===== src/rtl/store_buffer_lsu.sv =====
// Load/store front-end: a store FIFO drained by read-modify-write, with exact-match load
// forwarding, partial-overlap hazard stalls and single-port memory arbitration.
module store_buffer_lsu #(
  parameter int DEPTH     = 4,
  parameter int MEM_BYTES = 64,
  parameter int ADDR_W    = 64
) (
  input  logic                           clk,
  input  logic                           reset,
  input  logic                           req_load,
  input  logic                           req_store,
  input  logic [2:0]                     funct3,
  input  logic [ADDR_W-1:0]              addr,
  input  logic [63:0]                    wdata,
  output logic [63:0]                    load_data,
  output logic                           stall,
  output logic                           fault,
  output logic [$clog2(DEPTH+1)-1:0]     buf_count,
  output logic [ADDR_W-1:0]              mem_addr,
  output logic                           mem_read,
  output logic                           mem_write,
  output logic [63:0]                    mem_wdata,
  input  logic [63:0]                    mem_rdata
);
  localparam int PW = $clog2(DEPTH);
  localparam int CW = $clog2(DEPTH+1);

  logic [ADDR_W-1:0] ent_addr_q [DEPTH];
  logic [3:0]        ent_n_q    [DEPTH];
  logic [63:0]       ent_data_q [DEPTH];
  logic [PW-1:0]     head_q, head_d, tail_q, tail_d;
  logic [CW-1:0]     count_q, count_d;

  logic [3:0]        req_n;
  logic [ADDR_W-1:0] limit;
  logic              oor, full, hit, exact;
  logic [PW-1:0]     hit_idx;
  logic [DEPTH-1:0]  overlap;
  logic              load_ok, store_ok, load_stall, store_stall, load_mem, drain, enq;
  logic [63:0]       merged;

  function automatic logic [63:0] extend(input logic [63:0] d, input logic [2:0] f3);
    case (f3)
      3'd0:    extend = {{56{d[7]}},  d[7:0]};
      3'd1:    extend = {{48{d[15]}}, d[15:0]};
      3'd2:    extend = {{32{d[31]}}, d[31:0]};
      3'd4:    extend = {56'd0, d[7:0]};
      3'd5:    extend = {48'd0, d[15:0]};
      3'd6:    extend = {32'd0, d[31:0]};
      default: extend = d;
    endcase
  endfunction

  // Comparing against MEM_BYTES-n instead of computing addr+n keeps huge addresses from wrapping.
  assign req_n = 4'd1 << funct3[1:0];
  assign limit = ADDR_W'(MEM_BYTES) - ADDR_W'(req_n);
  assign oor   = addr > limit;
  assign full  = count_q == CW'(DEPTH);

  genvar gi;
  generate
    for (gi = 0; gi < DEPTH; gi++) begin : g_ovl
      assign overlap[gi] = (ent_addr_q[gi] < addr + ADDR_W'(req_n)) &&
                           (addr < ent_addr_q[gi] + ADDR_W'(ent_n_q[gi]));
    end
    for (gi = 0; gi < 8; gi++) begin : g_merge
      assign merged[gi*8 +: 8] = (4'(gi) < ent_n_q[head_q]) ? ent_data_q[head_q][gi*8 +: 8]
                                                             : mem_rdata[gi*8 +: 8];
    end
  endgenerate

  // Walk oldest to youngest so the last match found is the youngest overlapping entry.
  always_comb begin
    hit     = 1'b0;
    hit_idx = '0;
    for (int i = 0; i < DEPTH; i++) begin
      if (CW'(i) < count_q && overlap[head_q + PW'(i)]) begin
        hit     = 1'b1;
        hit_idx = head_q + PW'(i);
      end
    end
  end

  assign exact       = hit && ent_addr_q[hit_idx] == addr && ent_n_q[hit_idx] == req_n;
  assign load_ok     = req_load && !oor;
  assign store_ok    = req_store && !oor;
  assign load_stall  = load_ok && (full || (hit && !exact));
  assign store_stall = store_ok && full;
  assign load_mem    = load_ok && !load_stall && !hit;
  assign drain       = (count_q != '0) && !load_mem;
  assign enq         = store_ok && !full;

  always_comb begin
    load_data = '0;
    stall     = 1'b0;
    fault     = 1'b0;
    mem_addr  = '0;
    mem_read  = 1'b0;
    mem_write = 1'b0;
    mem_wdata = '0;
    buf_count = '0;
    if (!reset) begin
      buf_count = count_q;
      fault     = (req_load || req_store) && oor;
      stall     = load_stall || store_stall;
      if (drain) begin
        mem_addr  = ent_addr_q[head_q];
        mem_read  = 1'b1;
        mem_write = 1'b1;
        mem_wdata = merged;
      end else if (load_mem) begin
        mem_addr = addr;
        mem_read = 1'b1;
      end
      if (load_ok && !load_stall)
        load_data = exact ? extend(ent_data_q[hit_idx], funct3) : extend(mem_rdata, funct3);
    end
  end

  always_comb begin
    head_d  = head_q;
    tail_d  = tail_q;
    count_d = count_q;
    if (drain) head_d = head_q + PW'(1);
    if (enq)   tail_d = tail_q + PW'(1);
    if (enq && !drain)      count_d = count_q + CW'(1);
    else if (!enq && drain) count_d = count_q - CW'(1);
  end

  always_ff @(posedge clk) begin
    if (reset) begin
      head_q  <= '0;
      tail_q  <= '0;
      count_q <= '0;
    end else begin
      head_q  <= head_d;
      tail_q  <= tail_d;
      count_q <= count_d;
      if (enq) begin
        ent_addr_q[tail_q] <= addr;
        ent_n_q[tail_q]    <= req_n;
        ent_data_q[tail_q] <= wdata;
      end
    end
  end
endmodule

===== config.mk =====
export PLATFORM = sky130hd
export DESIGN_NAME = store_buffer_lsu
export DESIGN_NICKNAME = d
export VERILOG_FILES = /design/src/rtl/store_buffer_lsu.sv
export SDC_FILE = /design/constraint.sdc
export NUM_CORES = 2
export LEC_CHECK = 0
export BUFFER_PORTS_ARGS = -buffer_cell sky130_fd_sc_hd__buf_2
export CAP_MARGIN = 0
export CORE_MARGIN = 5
export CORE_UTILIZATION = 50
export CTS_CLUSTER_DIAMETER = 120
export DETAILED_ROUTE_END_ITERATION = 7
export GPL_ROUTABILITY_DRIVEN = 0
export PLACE_DENSITY = 0.66
export SLEW_MARGIN = 20
export SYNTH_ARGS = -nofsm -noshare
export SYNTH_HDL_FRONTEND = slang
export SYNTH_SLANG_ARGS = --single-unit

===== constraint.sdc =====
create_clock -name clk -period 30.1 [get_ports clk]
set_input_delay 4.515 -clock clk [delete_from_list [all_inputs] [get_ports clk]]
set_output_delay 4.515 -clock clk [all_outputs]
set_load 0.005 [all_outputs]

==> impl_metrics.xml <==
<?xml version="1.0" encoding="UTF-8"?>
<metrics>
  <group name="status">
    <metric name="outcome" unit="">completed</metric>
  </group>
  <group name="worst_setup_path">
    <metric name="worstSetupStartpoint" unit="">funct3[1]</metric>
    <metric name="r2r_start" unit="">ent_n_q[0][1]$_DFFE_PP_</metric>
    <metric name="timing.critical_path.to_type" unit="">primary output</metric>
    <metric name="critPathMaxFanout" unit="">79</metric>
    <metric name="worst_ep_arrival_time" unit="ns">18.59</metric>
    <metric name="cpLargestDelayFamily" unit="">simple AND/OR/NAND/NOR gates</metric>
    <metric name="crit_end" unit="">load_data[15]</metric>
    <metric name="cpMostUsedCell" unit="">sky130_fd_sc_hd__buf_4</metric>
    <metric name="cp.buffers_inverters" unit="">7</metric>
    <metric name="slowest_cp_cell" unit="">sky130_fd_sc_hd__buf_4</metric>
    <metric name="timing_worst_setup_path_type" unit="">input pin to primary output</metric>
    <metric name="worstPathRequired" unit="ns">25.59</metric>
    <metric name="cp.depth" unit="">40</metric>
    <metric name="reg2reg_depth" unit="">33</metric>
    <metric name="cp-start-kind" unit="">input pin</metric>
    <metric name="worst_path_largest_cell_delay" unit="ns">0.82</metric>
    <metric name="worst-r2r-setup-slack" unit="ns">19.02</metric>
  </group>
  <group name="cts">
    <metric name="clock_input_transition_at_the_sequential_cells_of_the_worst_setup_and_hold_paths" unit="ns">0.06</metric>
    <metric name="ctsHtreeMaxLevel" unit="">2</metric>
    <metric name="clk-insertion-delay-late" unit="ns">0.71</metric>
    <metric name="ctsLongestPathBuffers" unit="">3</metric>
    <metric name="cts_made_buffers" unit="">59</metric>
    <metric name="cts_tree" unit="">built</metric>
    <metric name="postCtsSetupBuffers" unit="">0</metric>
    <metric name="clock_sink_count" unit="">537</metric>
    <metric name="postCtsHoldBufs" unit="">0</metric>
    <metric name="cts_repair_resize_count" unit="">0</metric>
    <metric name="cts_root_buf" unit="">sky130_fd_sc_hd__clkbuf_16</metric>
  </group>
  <group name="route">
    <metric name="first_pass_iters" unit="">8</metric>
    <metric name="maxUsedRoutingLayer" unit="">met5</metric>
    <metric name="route.met3.wl" unit="mm">20.69</metric>
    <metric name="vias_per_cell" unit="">6.721</metric>
    <metric name="wire_per_inst" unit="µm">28.27</metric>
    <metric name="route.vias.total" unit="">42350</metric>
    <metric name="antenna_left" unit="">0</metric>
    <metric name="route.layer.met1.wl" unit="mm">66.08</metric>
    <metric name="route.final.wire_length" unit="mm">178.2</metric>
    <metric name="met2_wirelength" unit="mm">80.08</metric>
    <metric name="detail_route.iter0.violations" unit="">5115</metric>
    <metric name="drt_drc_violations_left" unit="">0</metric>
  </group>
  <group name="floorplanning">
    <metric name="placement_rows" unit="">112</metric>
    <metric name="coreArea" unit="mm²">0.09305</metric>
    <metric name="io_pins" unit="">398</metric>
    <metric name="fp.dieW" unit="µm">315.9</metric>
    <metric name="start_util" unit="">0.5029</metric>
    <metric name="dieHeight" unit="µm">315.9</metric>
    <metric name="floorplan.die_area" unit="mm²">0.09981</metric>
  </group>
  <group name="yosys">
    <metric name="postSynth.asyncResetShare" unit="">0</metric>
    <metric name="avgSynthCellArea" unit="µm²">9.927</metric>
    <metric name="commonest_register_cell_after_synthesis" unit="">sky130_fd_sc_hd__edfxtp_1</metric>
    <metric name="number_of_synthesized_flops_with_an_enable_pin" unit="">528</metric>
    <metric name="seq_cells_post_synth" unit="">537</metric>
    <metric name="synthesis.instances" unit="">4714</metric>
    <metric name="synthesis.area" unit="mm²">0.04679</metric>
    <metric name="postSynthNetCount" unit="">5449</metric>
    <metric name="ys_seq_area_frac" unit="">0.3427</metric>
    <metric name="ys_warn_count" unit="">0</metric>
    <metric name="synth.distinct_cells" unit="">108</metric>
  </group>
  <group name="pwr">
    <metric name="sw_frac_of_total" unit="">0.2468</metric>
    <metric name="leakage_power" unit="nW">19.60</metric>
    <metric name="clkPwrFrac" unit="">0.438</metric>
    <metric name="internal_power" unit="mW">1.325</metric>
    <metric name="comb_power_share" unit="">0.096</metric>
    <metric name="ir_drop" unit="mV">0.04318</metric>
    <metric name="reg_power_frac" unit="">0.466</metric>
    <metric name="power.switching" unit="mW">0.4341</metric>
    <metric name="areal_power_density_over_the_cells" unit="mW/mm²">33.96</metric>
  </group>
  <group name="sta">
    <metric name="slew_violations" unit="">0</metric>
    <metric name="period_needed" unit="ns">23.11</metric>
    <metric name="rsz_0062_raised_after_global_routing" unit="">no</metric>
    <metric name="fin_skew" unit="ns">0.04905</metric>
    <metric name="max_fclk" unit="MHz">43.27</metric>
    <metric name="timing.slew.headroom" unit="">0.1789</metric>
    <metric name="timing.setup.tns" unit="ns">0</metric>
    <metric name="timing.final.setup_violations" unit="">0</metric>
    <metric name="timing_worst_slew_pin_value" unit="ns">1.222</metric>
    <metric name="hold_violations" unit="">0</metric>
    <metric name="final.period_utilization" unit="">0.7677</metric>
  </group>
  <group name="place">
    <metric name="place_hpwl" unit="mm">132.3</metric>
    <metric name="io_buffer_count" unit="">397</metric>
  </group>
  <group name="global_route">
    <metric name="gr-total-overflow" unit="">0</metric>
    <metric name="grt_antenna_before_repair" unit="">19</metric>
    <metric name="grt_pass1_vias" unit="">40300</metric>
    <metric name="grt_max_degree" unit="">181</metric>
    <metric name="wire_length_of_the_first_global_routing_pass" unit="mm">260.3</metric>
    <metric name="grt_util_all_layers" unit="">0.3443</metric>
  </group>
  <group name="run">
    <metric name="max_cap_violations" unit="">0</metric>
  </group>
  <group name="finish">
    <metric name="fillers" unit="">8331</metric>
    <metric name="nNetsFinal" unit="">5726</metric>
    <metric name="post-route-util" unit="">0.5566</metric>
    <metric name="syn2layout_area_growth" unit="%">10.69</metric>
    <metric name="layout-drive-gt1-share" unit="">0.1538</metric>
    <metric name="layout_commonest_cell" unit="">sky130_fd_sc_hd__nand2_1</metric>
    <metric name="mostFrequentLayoutCells" unit="">sky130_fd_sc_hd__nand2_1 (544), sky130_fd_sc_hd__ha_1 (532), sky130_fd_sc_hd__edfxtp_1 (528)</metric>
  </group>
  <group name="hold_path">
    <metric name="worst_hold_path_type" unit="">register to register</metric>
  </group>
</metrics>
==> final cells by class <==
| class | count | area, µm² | share of cell area |
|---|---|---|---|
| Inverter | 89 | 334.1 | 0.006450 |
| Clock buffer | 76 | 1570 | 0.03032 |
| Sequential cell | 537 | 16040 | 0.3097 |
| Antenna cell | 9 | 22.52 | 0.0004348 |
| Tap cell | 1254 | 1569 | 0.03029 |
| Multi-Input combinational cell | 3867 | 29490 | 0.5694 |
| Clock inverter | 33 | 465.4 | 0.008986 |
| Timing Repair Buffer | 437 | 2300 | 0.04440 |
==> sequential cells by signal (all words and copies together) (netlist names), named ones only <==
name        flops
head_q          2
tail_q          2
count_q         3
ent_n_q        16
ent_data_q    256
ent_addr_q    256
==> logic make-up after synthesis <==
logic type	synth area share
xor gates and xnor gates	0.06214
AOI/OAI and AO/OA	0.1344
and+or+nand+nor	0.1855
muxes	0.1018
adders and majority gates	0.1442
other	0.00008014
buffers and inverters	0.02922
DFF	0.3427
==> cells in the mapped netlist, types with 25 or more instances <==
cell type	count	area [µm²]
sky130_fd_sc_hd__a31oi_1	66	412.9
sky130_fd_sc_hd__nand2b_1	26	162.7
sky130_fd_sc_hd__and2_1	27	168.9
sky130_fd_sc_hd__buf_2	28	140.1
sky130_fd_sc_hd__o21ai_0	194	970.9
sky130_fd_sc_hd__edfxtp_1	528	15860
sky130_fd_sc_hd__ha_1	532	6656
sky130_fd_sc_hd__and4_1	35	306.5
sky130_fd_sc_hd__nand4_1	146	913.4
sky130_fd_sc_hd__buf_1	25	93.84
sky130_fd_sc_hd__o21ai_1	26	130.1
sky130_fd_sc_hd__clkbuf_1	140	525.5
sky130_fd_sc_hd__nand3_1	263	1316
sky130_fd_sc_hd__mux4_2	134	3018
sky130_fd_sc_hd__xor2_1	208	1822
sky130_fd_sc_hd__xnor2_1	124	1086
sky130_fd_sc_hd__a211oi_2	46	575.6
sky130_fd_sc_hd__nor2_1	339	1272
sky130_fd_sc_hd__a21o_1	44	330.3
sky130_fd_sc_hd__a211oi_1	73	548.0
sky130_fd_sc_hd__nor2b_1	44	275.3
sky130_fd_sc_hd__and3_1	157	982.2
sky130_fd_sc_hd__nand2_1	546	2049
sky130_fd_sc_hd__nor4_1	48	300.3
sky130_fd_sc_hd__a21oi_1	213	1066
sky130_fd_sc_hd__nor3_1	72	360.4
sky130_fd_sc_hd__inv_1	86	322.8
sky130_fd_sc_hd__o21a_1	27	202.7
sky130_fd_sc_hd__mux2i_1	160	1602
==> worst min path at each step <==
stage                                      start                      to  slack (ns)  cells after the start
after global placement    tail_q[1]$_SDFFE_PP0P_  tail_q[1]$_SDFFE_PP0P_        0.49                      2
after detailed placement  tail_q[1]$_SDFFE_PP0P_  tail_q[1]$_SDFFE_PP0P_        0.49                      2
after global routing      tail_q[1]$_SDFFE_PP0P_  tail_q[1]$_SDFFE_PP0P_        0.53                      2
after floorplan           tail_q[1]$_SDFFE_PP0P_  tail_q[1]$_SDFFE_PP0P_        0.47                      2
final                     tail_q[1]$_SDFFE_PP0P_  tail_q[1]$_SDFFE_PP0P_        0.49                      2
after CTS                 tail_q[1]$_SDFFE_PP0P_  tail_q[1]$_SDFFE_PP0P_        0.50                      2
==> power by group through the flow <==
stage,logic (mW),clock network [mW],registers [mW]
4_1_cts,0.163,0.777,0.820
5_1_grt,0.183,0.808,0.820
2_1_floorplan,0.0922,0,0.837
6_report,0.168,0.770,0.820
3_5_place_dp,0.162,0,0.836
3_3_place_gp,0.158,0,0.836
==> worst reg2reg max path, delay by kind of cell, from the launching register on <==
family / cells / cell delay [ns]
AND/OR/NAND/NOR: 17 / 6.22
AO/OA/AOI/OAI: 7 / 1.49
buffers and inverters: 4 / 1.47
adder cells (fa/ha/maj): 2 / 0.66
flip-flops: 1 / 0.51
XOR/XNOR: 2 / 0.33
multiplexers: 1 / 0.32
==> routing by layer <==
layer | vias to the layer above | track usage
met5 | - | 0
met3 | 689 | 0.09792
met4 | 18 | 0.1679
met2 | 2676 | 0.5496
met1 | 20310 | 0.4318
li1 | 18670 | -
==> per-stage QoR <==
stage	total power [mW]	hold WS (ns)	setup WS, ns	instance area [µm²]	instances
after floorplan	0.9288	0.4692	11.81	46790	4714
after CTS	1.760	0.4972	7.289	51760	6293
after global placement	0.9938	0.4873	7.873	49720	6184
final	1.759	0.4937	6.991	51790	6302
after global routing	1.811	0.5329	6.473	51780	6295
after detailed placement	0.9979	0.4889	7.330	49720	6184
Note: power is estimated with default switching activity, not from simulation.
